==> src/rtl/frame_downsampler.sv <==
// Crops a window from a gray pixel stream and averages BLKxBLK blocks into an OUT_WxOUT_H image.
// One write per block, registered 1 clk after the completing pixel; no backpressure on input or output.
module frame_downsampler #(
  parameter int IN_W      = 640,
  parameter int IN_H      = 480,
  parameter int PIX_W     = 12,
  parameter int OUT_W     = 28,
  parameter int OUT_H     = 28,
  parameter int BLK_LOG2  = 4,
  parameter int X0        = 96,
  parameter int Y0        = 16,
  parameter int OUT_PIX_W = 8,
  parameter int ADDR_W    = $clog2(OUT_W*OUT_H)
) (
  input  logic                 clk,
  input  logic                 rst,
  input  logic                 start,
  input  logic                 invert,
  input  logic                 thr_en,
  input  logic [OUT_PIX_W-1:0] thresh,
  input  logic                 pix_valid,
  input  logic                 sof,
  input  logic [PIX_W-1:0]     pix,
  output logic                 we,
  output logic [ADDR_W-1:0]    waddr,
  output logic [OUT_PIX_W-1:0] wdata,
  output logic                 busy,
  output logic                 done,
  output logic                 err
);

  localparam int BLK   = 1 << BLK_LOG2;
  localparam int ACC_W = PIX_W + 2*BLK_LOG2;
  localparam int XW    = $clog2(IN_W + 1);
  localparam int YW    = $clog2(IN_H + 1);
  localparam int OX_W  = (OUT_W > 1) ? $clog2(OUT_W) : 1;
  localparam int SHIFT = 2*BLK_LOG2 + PIX_W - OUT_PIX_W;

  localparam logic [XW-1:0]     X_LO      = XW'(X0);
  localparam logic [XW-1:0]     X_HI      = XW'(X0 + OUT_W*BLK);
  localparam logic [XW-1:0]     X_LAST    = XW'(IN_W - 1);
  localparam logic [YW-1:0]     Y_LO      = YW'(Y0);
  localparam logic [YW-1:0]     Y_HI      = YW'(Y0 + OUT_H*BLK);
  localparam logic [ADDR_W-1:0] LAST_ADDR = ADDR_W'(OUT_W*OUT_H - 1);

  if ((X0 + OUT_W*BLK > IN_W) || (Y0 + OUT_H*BLK > IN_H) || (OUT_PIX_W > PIX_W)) begin : g_bad_geometry
    $error("frame_downsampler: crop window exceeds input frame or OUT_PIX_W > PIX_W");
  end

  typedef enum logic [1:0] {IDLE, WAIT_SOF, CAPTURE, DONE} state_t;

  state_t                state_q, state_d;
  logic [XW-1:0]         x_q, x_d;
  logic [YW-1:0]         y_q, y_d;
  logic [ACC_W-1:0]      acc_q [OUT_W];
  logic [ACC_W-1:0]      acc_d [OUT_W];
  logic [ADDR_W-1:0]     wcnt_q, wcnt_d;
  logic                  inv_q, inv_d, thr_en_q, thr_en_d;
  logic [OUT_PIX_W-1:0]  thresh_q, thresh_d;
  logic                  we_q, we_d, done_q, done_d, err_q, err_d;
  logic [ADDR_W-1:0]     waddr_q, waddr_d;
  logic [OUT_PIX_W-1:0]  wdata_q, wdata_d;

  logic                  in_win, blk_end, take;
  logic [XW-1:0]         rel_x;
  logic [BLK_LOG2-1:0]   ry;
  logic [OX_W-1:0]       ox;
  logic [ACC_W-1:0]      sum;
  logic [OUT_PIX_W-1:0]  v_raw, v_inv, v_out;

  assign rel_x   = x_q - X_LO;
  assign ry      = BLK_LOG2'(y_q - Y_LO);
  assign ox      = OX_W'(rel_x >> BLK_LOG2);
  assign in_win  = (x_q >= X_LO) && (x_q < X_HI) && (y_q >= Y_LO) && (y_q < Y_HI);
  assign blk_end = (&rel_x[BLK_LOG2-1:0]) && (&ry);
  assign take    = pix_valid && (((state_q == WAIT_SOF) && sof) || ((state_q == CAPTURE) && !sof));
  assign sum     = acc_q[ox] + ACC_W'(pix);
  // Average and keep the top OUT_PIX_W bits of the PIX_W-wide mean in one shift.
  assign v_raw   = OUT_PIX_W'(sum >> SHIFT);
  assign v_inv   = inv_q ? ~v_raw : v_raw;
  assign v_out   = thr_en_q ? ((v_inv >= thresh_q) ? '1 : '0) : v_inv;

  always_comb begin
    state_d  = state_q;
    x_d      = x_q;
    y_d      = y_q;
    acc_d    = acc_q;
    wcnt_d   = wcnt_q;
    inv_d    = inv_q;
    thr_en_d = thr_en_q;
    thresh_d = thresh_q;
    we_d     = 1'b0;
    waddr_d  = waddr_q;
    wdata_d  = wdata_q;
    done_d   = 1'b0;
    err_d    = err_q;
    case (state_q)
      IDLE: begin
        if (start) begin
          state_d  = WAIT_SOF;
          inv_d    = invert;
          thr_en_d = thr_en;
          thresh_d = thresh;
          err_d    = 1'b0;
          x_d      = '0;
          y_d      = '0;
          wcnt_d   = '0;
          for (int i = 0; i < OUT_W; i++) acc_d[i] = '0;
        end
      end
      WAIT_SOF, CAPTURE: begin
        if ((state_q == CAPTURE) && pix_valid && sof) begin
          err_d   = 1'b1;
          state_d = IDLE;
        end else if (take) begin
          state_d = CAPTURE;
          if (x_q == X_LAST) begin
            x_d = '0;
            y_d = y_q + 1'b1;
          end else begin
            x_d = x_q + 1'b1;
          end
          if (in_win) begin
            if (blk_end) begin
              acc_d[ox] = '0;
              we_d      = 1'b1;
              waddr_d   = wcnt_q;
              wdata_d   = v_out;
              wcnt_d    = wcnt_q + 1'b1;
              if (wcnt_q == LAST_ADDR) state_d = DONE;
            end else begin
              acc_d[ox] = sum;
            end
          end
        end
      end
      DONE: begin
        done_d  = 1'b1;
        state_d = IDLE;
      end
      default: state_d = IDLE;
    endcase
  end

  always_ff @(posedge clk or posedge rst) begin
    if (rst) begin
      state_q  <= IDLE;
      x_q      <= '0;
      y_q      <= '0;
      for (int i = 0; i < OUT_W; i++) acc_q[i] <= '0;
      wcnt_q   <= '0;
      inv_q    <= 1'b0;
      thr_en_q <= 1'b0;
      thresh_q <= '0;
      we_q     <= 1'b0;
      waddr_q  <= '0;
      wdata_q  <= '0;
      done_q   <= 1'b0;
      err_q    <= 1'b0;
    end else begin
      state_q  <= state_d;
      x_q      <= x_d;
      y_q      <= y_d;
      acc_q    <= acc_d;
      wcnt_q   <= wcnt_d;
      inv_q    <= inv_d;
      thr_en_q <= thr_en_d;
      thresh_q <= thresh_d;
      we_q     <= we_d;
      waddr_q  <= waddr_d;
      wdata_q  <= wdata_d;
      done_q   <= done_d;
      err_q    <= err_d;
    end
  end

  assign we    = we_q;
  assign waddr = waddr_q;
  assign wdata = wdata_q;
  assign done  = done_q;
  assign err   = err_q;
  assign busy  = (state_q == WAIT_SOF) || (state_q == CAPTURE);

endmodule

==> config.mk <==
export PLATFORM = sky130hd
export DESIGN_NAME = frame_downsampler
export DESIGN_NICKNAME = d
export VERILOG_FILES = /design/src/rtl/frame_downsampler.sv
export SDC_FILE = /design/constraint.sdc
export NUM_CORES = 2
export LEC_CHECK = 0
export ABC_AREA = 1
export CAP_MARGIN = 25
export CORE_AREA = 5 5 293 295
export CTS_BUF_LIST = sky130_fd_sc_hd__clkbuf_16
export CTS_CLUSTER_DIAMETER = 30
export DETAILED_ROUTE_END_ITERATION = 10
export DIE_AREA = 0 0 298 300
export PLACE_DENSITY = 0.62
export SETUP_SLACK_MARGIN = 0.1
export SYNTH_ARGS = -nofsm -noshare
export SYNTH_HDL_FRONTEND = slang
export SYNTH_SLANG_ARGS = --single-unit
==> constraint.sdc <==
create_clock -name clk -period 33.6 [get_ports clk]
set_input_delay 6.72 -clock clk [delete_from_list [all_inputs] [get_ports clk]]
set_output_delay 6.72 -clock clk [all_outputs]
set_load 0.02 [all_outputs]
## Word level (Yosys, flattened, before mapping)

Index checks and enable logic that the tools add are counted.

| operators by class | value |
|---|---|
| add/sub/neg operators | 6 |
| $lt $le $gt $ge | 7 |
| equal/unequal tests | 13 |
| multiplexer cells | 46 |
| bitwise gates (word level) | 5 |
| reductions and logical operators | 26 |

Operators with widths:

| operator | count |
|---|---|
| $mux 560 | 5 |
| $pmux 560 s2 | 1 |
| $and 560x560->560 | 1 |
| $bwmux 560 | 1 |
| $not 560->560 | 1 |
| $bmux 20 s5 | 1 |
| $demux 20 s5 | 1 |
| $mux 10 | 8 |
| $mux 20 | 3 |
| $pmux 10 s2 | 2 |
| $mux 9 | 4 |
| $mux 8 | 3 |
| $add 10x1->10 const B | 2 |
| $add 20x12->20 | 1 |
| $eq 10x10->1 const B | 2 |
| $pmux 9 s2 | 1 |
| $reduce_and 5->1 | 3 |
| $ne 2x2->1 const B | 7 |
| $reduce_and 4->1 | 3 |
| $mux 1 | 11 |
| $ge 10x7->1 const B | 1 |
| $logic_and 1x1->1 | 10 |
| $lt 10x10->1 const B | 1 |
| $add 9x1->9 const B | 1 |
| other kinds (24) | 29 |

| storage, ports and cells | value |
|---|---|
| register bits after elaboration | 622 |
| word-level logic and storage cells | 143 |

## Depth between registers and ports, before layout

| logic depth | value |
|---|---|
| depth after elaboration | 13 |
| depth in mapped cells | 33 |
| depth with buffers taken out | 30 |

## Worst setup path after synthesis

No wires, ideal clock.

| path | value |
|---|---|
| path kind | input-to-reg |
| start | input port pix[0] |
| end | register wdata_q[0] (netlist: wdata[0]) |
| setup time | 0.139 ns |
| arrival time | 9.516 ns |
| data required time | 33.461 ns |
| setup slack | 23.944 ns |
| cell stages on the path | 21 |
| buffers on the path | 1 |
| path through | ha_1 -> fa_1 -> nand2_1 -> inv_1 -> o21ai_0 -> nand2_1 -> a31oi_1 -> nor2_2 -> nand2_1 -> nand2_1 -> nand2_1 -> buf_6 -> nand2_1 -> and2_1 -> ha_1 -> nand2_1 -> inv_1 -> nand4_1 -> o2111ai_1 -> a21oi_1 -> a21oi_1 |

| on the way | value |
|---|---|
| longest elaborated chain between the ends | 6 |

Ends and longest elaborated chain:

| element | RTL line | source |
|---|---|---|
| from (decl) | 23 | `input logic [PIX_W-1:0] pix,` |
| $add 20x12->20 (*) | 77 | `assign sum = acc_q[ox] + ACC_W'(pix);` |
| $not 8->8 | 80 | `assign v_inv = inv_q ? ~v_raw : v_raw;` |
| $mux 8 (*) | 80 |  |
| $ge 8x8->1 | 81 | `assign v_out = thr_en_q ? ((v_inv >= thresh_q) ? '1 : '0) : v_inv;` |
| $mux 8 | 81 |  |
| $mux 8 (*) | 81 |  |
| to (signal assigned) | 171 | `wdata_q <= wdata_d;` |
| to (decl) | 62 | `logic [OUT_PIX_W-1:0] wdata_q, wdata_d;` |

Every way passes the cells marked *; elsewhere a longest branch is shown, timed or not.
A chain may end at the register's enable or synchronous reset.

## Worst setup path in the final report

| path | value |
|---|---|
| start | input port pix[0] |
| end | register wdata_q[1] (netlist: wdata[1]) |

Same word-level chain as after synthesis.

==> results by group <==
STA
  – Slew Viols, Final: 0
  – Max Fclk: 93.47 MHz
  – Rel. slew slack: roughly a quarter
  – Period minus WS final: 10.70 ns
  – RSZ-0062 raised after global routing: false
  – Period utilisation layout: a little under a third
  – Clock skew: between 0.02 and 0.03 ns
  – Setup TNS: 0 ns
  – Final setup vio count: 0
  – Least-Margin Pin Slew: roughly 1.1 ns
  – Hold slack: roughly 0.47 ns
  – Final Hold Fails: 0

Power and ir drop
  – Leakage: about 17 nW
  – Total power: 3.565 mW
  – Power per standard cell area: 91.84 nW/um^2
  – Maximum vdd ir drop: 0.06023 mV

Global route
  – First-pass GRT wire length: between 150,000 and 200,000 um
  – GRT Total Usage: around a quarter
  – Vias in the first global route: around 30,000
  – Remaining global-route overflow: 0
  – Largest net degree at the start of global routing: approximately 170
  – Initial antenna violation count: 0

Synthesis
  – Synth top area cells: dfrtp_1, nand2_1, o22ai_1, inv_1, o21ai_0
  – Synth async-reset ratio: 100.0%
  – Flops & latches, synth: a little over 600
  – Post-synth top area share: around 47%
  – Mapped Avg Cell Area: 7.926 um^2
  – Synth cell types: 54
  – Number of synthesized flops with an enable pin: 0
  – Most used standard cell by instance count after synthesis: nand2_1
  – Synth top cells by count: nand2_1, dfrtp_1, inv_1
  – Synth Net Count: about 4,200
  – Most used DFF post-synth: dfrtp_1
  – Sequential share of the synthesized area: 47.48%
  – Synth warnings: 0
  – Synth Cell Area: roughly 33,000 um^2
  – Synth area leader: dfrtp_1
  – Post-Syn Instances: approximately 4,100

Setup path
  – Largest fanout on the critical path: 29
  – CP max stage cell: a31oi_1
  – Crit path kind: input port to register
  – Crit start category: input port
  – Worst path buffer plus inverter count: 4
  – Cell mode on critical path: nand2_1
  – Critical path, cell by cell: clkdlybuf4s50_1 > ha_1 > fa_1 > nand2_1 > inv_1 > o21ai_0 > nand2_1 > a31oi_1 > nand2_1 > nand2_1 > buf_4 > nand2_1 > nand2_1 > ha_1 > inv_1 > a21oi_1 > o21ai_0 > nand4_1 > o2111ai_1 > a21oi_1 > a21oi_1
  – CP endpoint kind: register
  – Top delay family on crit path: compound AO/OA/AOI/OAI gates
  – Worst path arrival time: 11.27 ns
  – Critical Path Max Stage Delay: about 0.83 ns
  – WP data required: approximately 34 ns

Die
  – FP Rows: about 110
  – Core box area: approximately 83,000 um^2
  – Die width: about 300 um
  – Die height: 300 um
  – Ports: 49
  – Die ar.: between 80,000 and 90,000 um^2
  – Starting Density: about two fifths

Drt
  – Drt via density: ~5.8
  – Wire per inst: between 20 and 25 um
  – Routed WL: approximately 120,000 um
  – # DRC: 0
  – DRT Pass-1 Iters: 6
  – Initial drt markers: about 3,600
  – Vias: between 30,000 and 40,000
  – DRT antenna net count: 0

Cells and area
  – Share of layout cells above drive strength 1: under 10%
  – Antenna Cells: 0
  – Post-layout nets: between 4,000 and 5,000
  – Fin area: between 30,000 and 40,000 um^2
  – Area Growth Syn to Fin: 18.41%
  – FILL cells: about 8,000
  – Util after Layout: 46.83%

CTS
  – Post-cts resize count: 0
  – Worst-path clk slew: 0.05 ns
  – CTS buffer count: approximately 150
  – Postcts setup bufs: 0
  – Root Buffer: clkbuf_16
  – CTS Buffer Depth: 3
  – CTS sink count: about 620
  – Post-CTS Hold Buffers: 0
  – CTS tree: yes
  – H-Tree Depth: 4
  – Worst skew pair latency: about 0.73 ns

Status
  – Status: completed

Hold path
  – Worst hold path class: register to register

Placement
  – Buffers on Ports: 48
  – DP Area: approximately 34,000 um^2
  – GPL Wtd Cong: between 0.9 and 1
  – Half-perimeter wire length after placement: between 70,000 and 80,000 um

Run
  – MaxCap Viol Count: 0
[final cells by class]
type	count	area [um^2]	area share, %
inverter	643	2426	6.250
timing repair buffer	105	949.7	2.446
tap	1080	1351	3.481
multi-input combinational	2633	13760	35.46
clock buffer	154	3854	9.927
clock inverter	112	909.6	2.343
sequential	622	15560	40.10
[cells by family (layout without fill, tap and decap cells)]
| family | count (synthesis) | count (layout) | share of synthesized area [%] |
|---|---|---|---|
| compound gates | 1161 | 1161 | 21.53 |
| xor+xnor | 13 | 13 | 0.3702 |
| fa+ha+maj | 31 | 31 | 1.206 |
| buf+inv | 881 | 1014 | 10.75 |
| flops | 622 | 622 | 47.48 |
| mux | 1 | 1 | 0.03435 |
| simple gates | 1427 | 1427 | 18.63 |
[final timing paths]
kind                                        start                     end  slack, ns  cells past startpoint
min in group asynchronous                     rst  acc_q[138]$_DFFE_PP0P_       6.56                      2
max in group asynchronous                     rst  acc_q[160]$_DFFE_PP0P_      24.70                      4
min reg2reg                acc_q[558]$_DFFE_PP0P_  acc_q[558]$_DFFE_PP0P_       0.47                      2
max                                        pix[0]    wdata[1]$_DFFE_PP0P_      22.90                     21
min                        acc_q[558]$_DFFE_PP0P_  acc_q[558]$_DFFE_PP0P_       0.47                      2
max reg2reg                    x_q[4]$_DFFE_PP0P_    wdata[1]$_DFFE_PP0P_      25.54                     28
[state kept, by name (all words and copies together), names as in the netlist, 2 cells and up]
name	flops
acc_q	560
x_q	10
state_q	2
wdata	8
thresh_q	8
waddr	10
y_q	9
wcnt_q	10
[metrics by stage]
| stage | instances | worst slack, ns |
|---|---|---|
| global placement | 5080 | 22.29 |
| global route | 5349 | 22.63 |
| finish | 5349 | 22.90 |
| floorplan | 4136 | 9.461 |
| CTS | 5347 | 23.09 |
| detailed placement | 5081 | 22.33 |
[per-layer routing]
| metal | track usage [%] | up-vias | share of wire (%) |
|---|---|---|---|
| met5 | 0 | - | 0 |
| met4 | 12.86 | 0 | 5.1 |
| met3 | 5.560 | 347 | 9.1 |
| met2 | 38.82 | 1599 | 44 |
| met1 | 35.76 | 15050 | 42 |
| li1 | - | 14090 | - |
[report_power, final]
group	leakage [nW]	switching [mW]	total [mW]	internal [mW]
clock	2.44	0.451	1.36	0.911
sequential	8.53	0.0606	0.949	0.888
combinational	6.15	0.974	1.25	0.279
[cells in the final DEF, fill, tap and decap left out, types with 7 or more instances in the layout]
cell and instances:
ha_1 29, nand2_2 11, a22oi_1 20, a21oi_1 148
a21oi_2 8, o32ai_1 43, nor2_1 182, bufinv_16 12
nor2_2 16, nand3_1 228, a31oi_1 8, o21ai_1 73
nand3_2 10, clkinv_1 31, inv_1 627, o21ai_0 311
o2111ai_1 33, clkbuf_16 154, clkinv_2 28, xor2_1 7
dfrtp_1 622, o221ai_1 36, a221oi_1 22, nand4_1 24
nor2_4 15, nand2_4 10, nand2_1 898, nor3_1 18
clkinv_4 7, o22ai_1 402, buf_4 53, clkdlybuf4s50_1 48
inv_2 34, o211ai_1 40
[worst min-delay path: cells and delay by family (launching register included)]
| family | cells | cell delay, ns |
|---|---|---|
| AND/OR/NAND/NOR | 2 | 0.10 |
| flip-flops | 1 | 0.33 |
No activity file was read; power rests on OpenSTA's default activity.
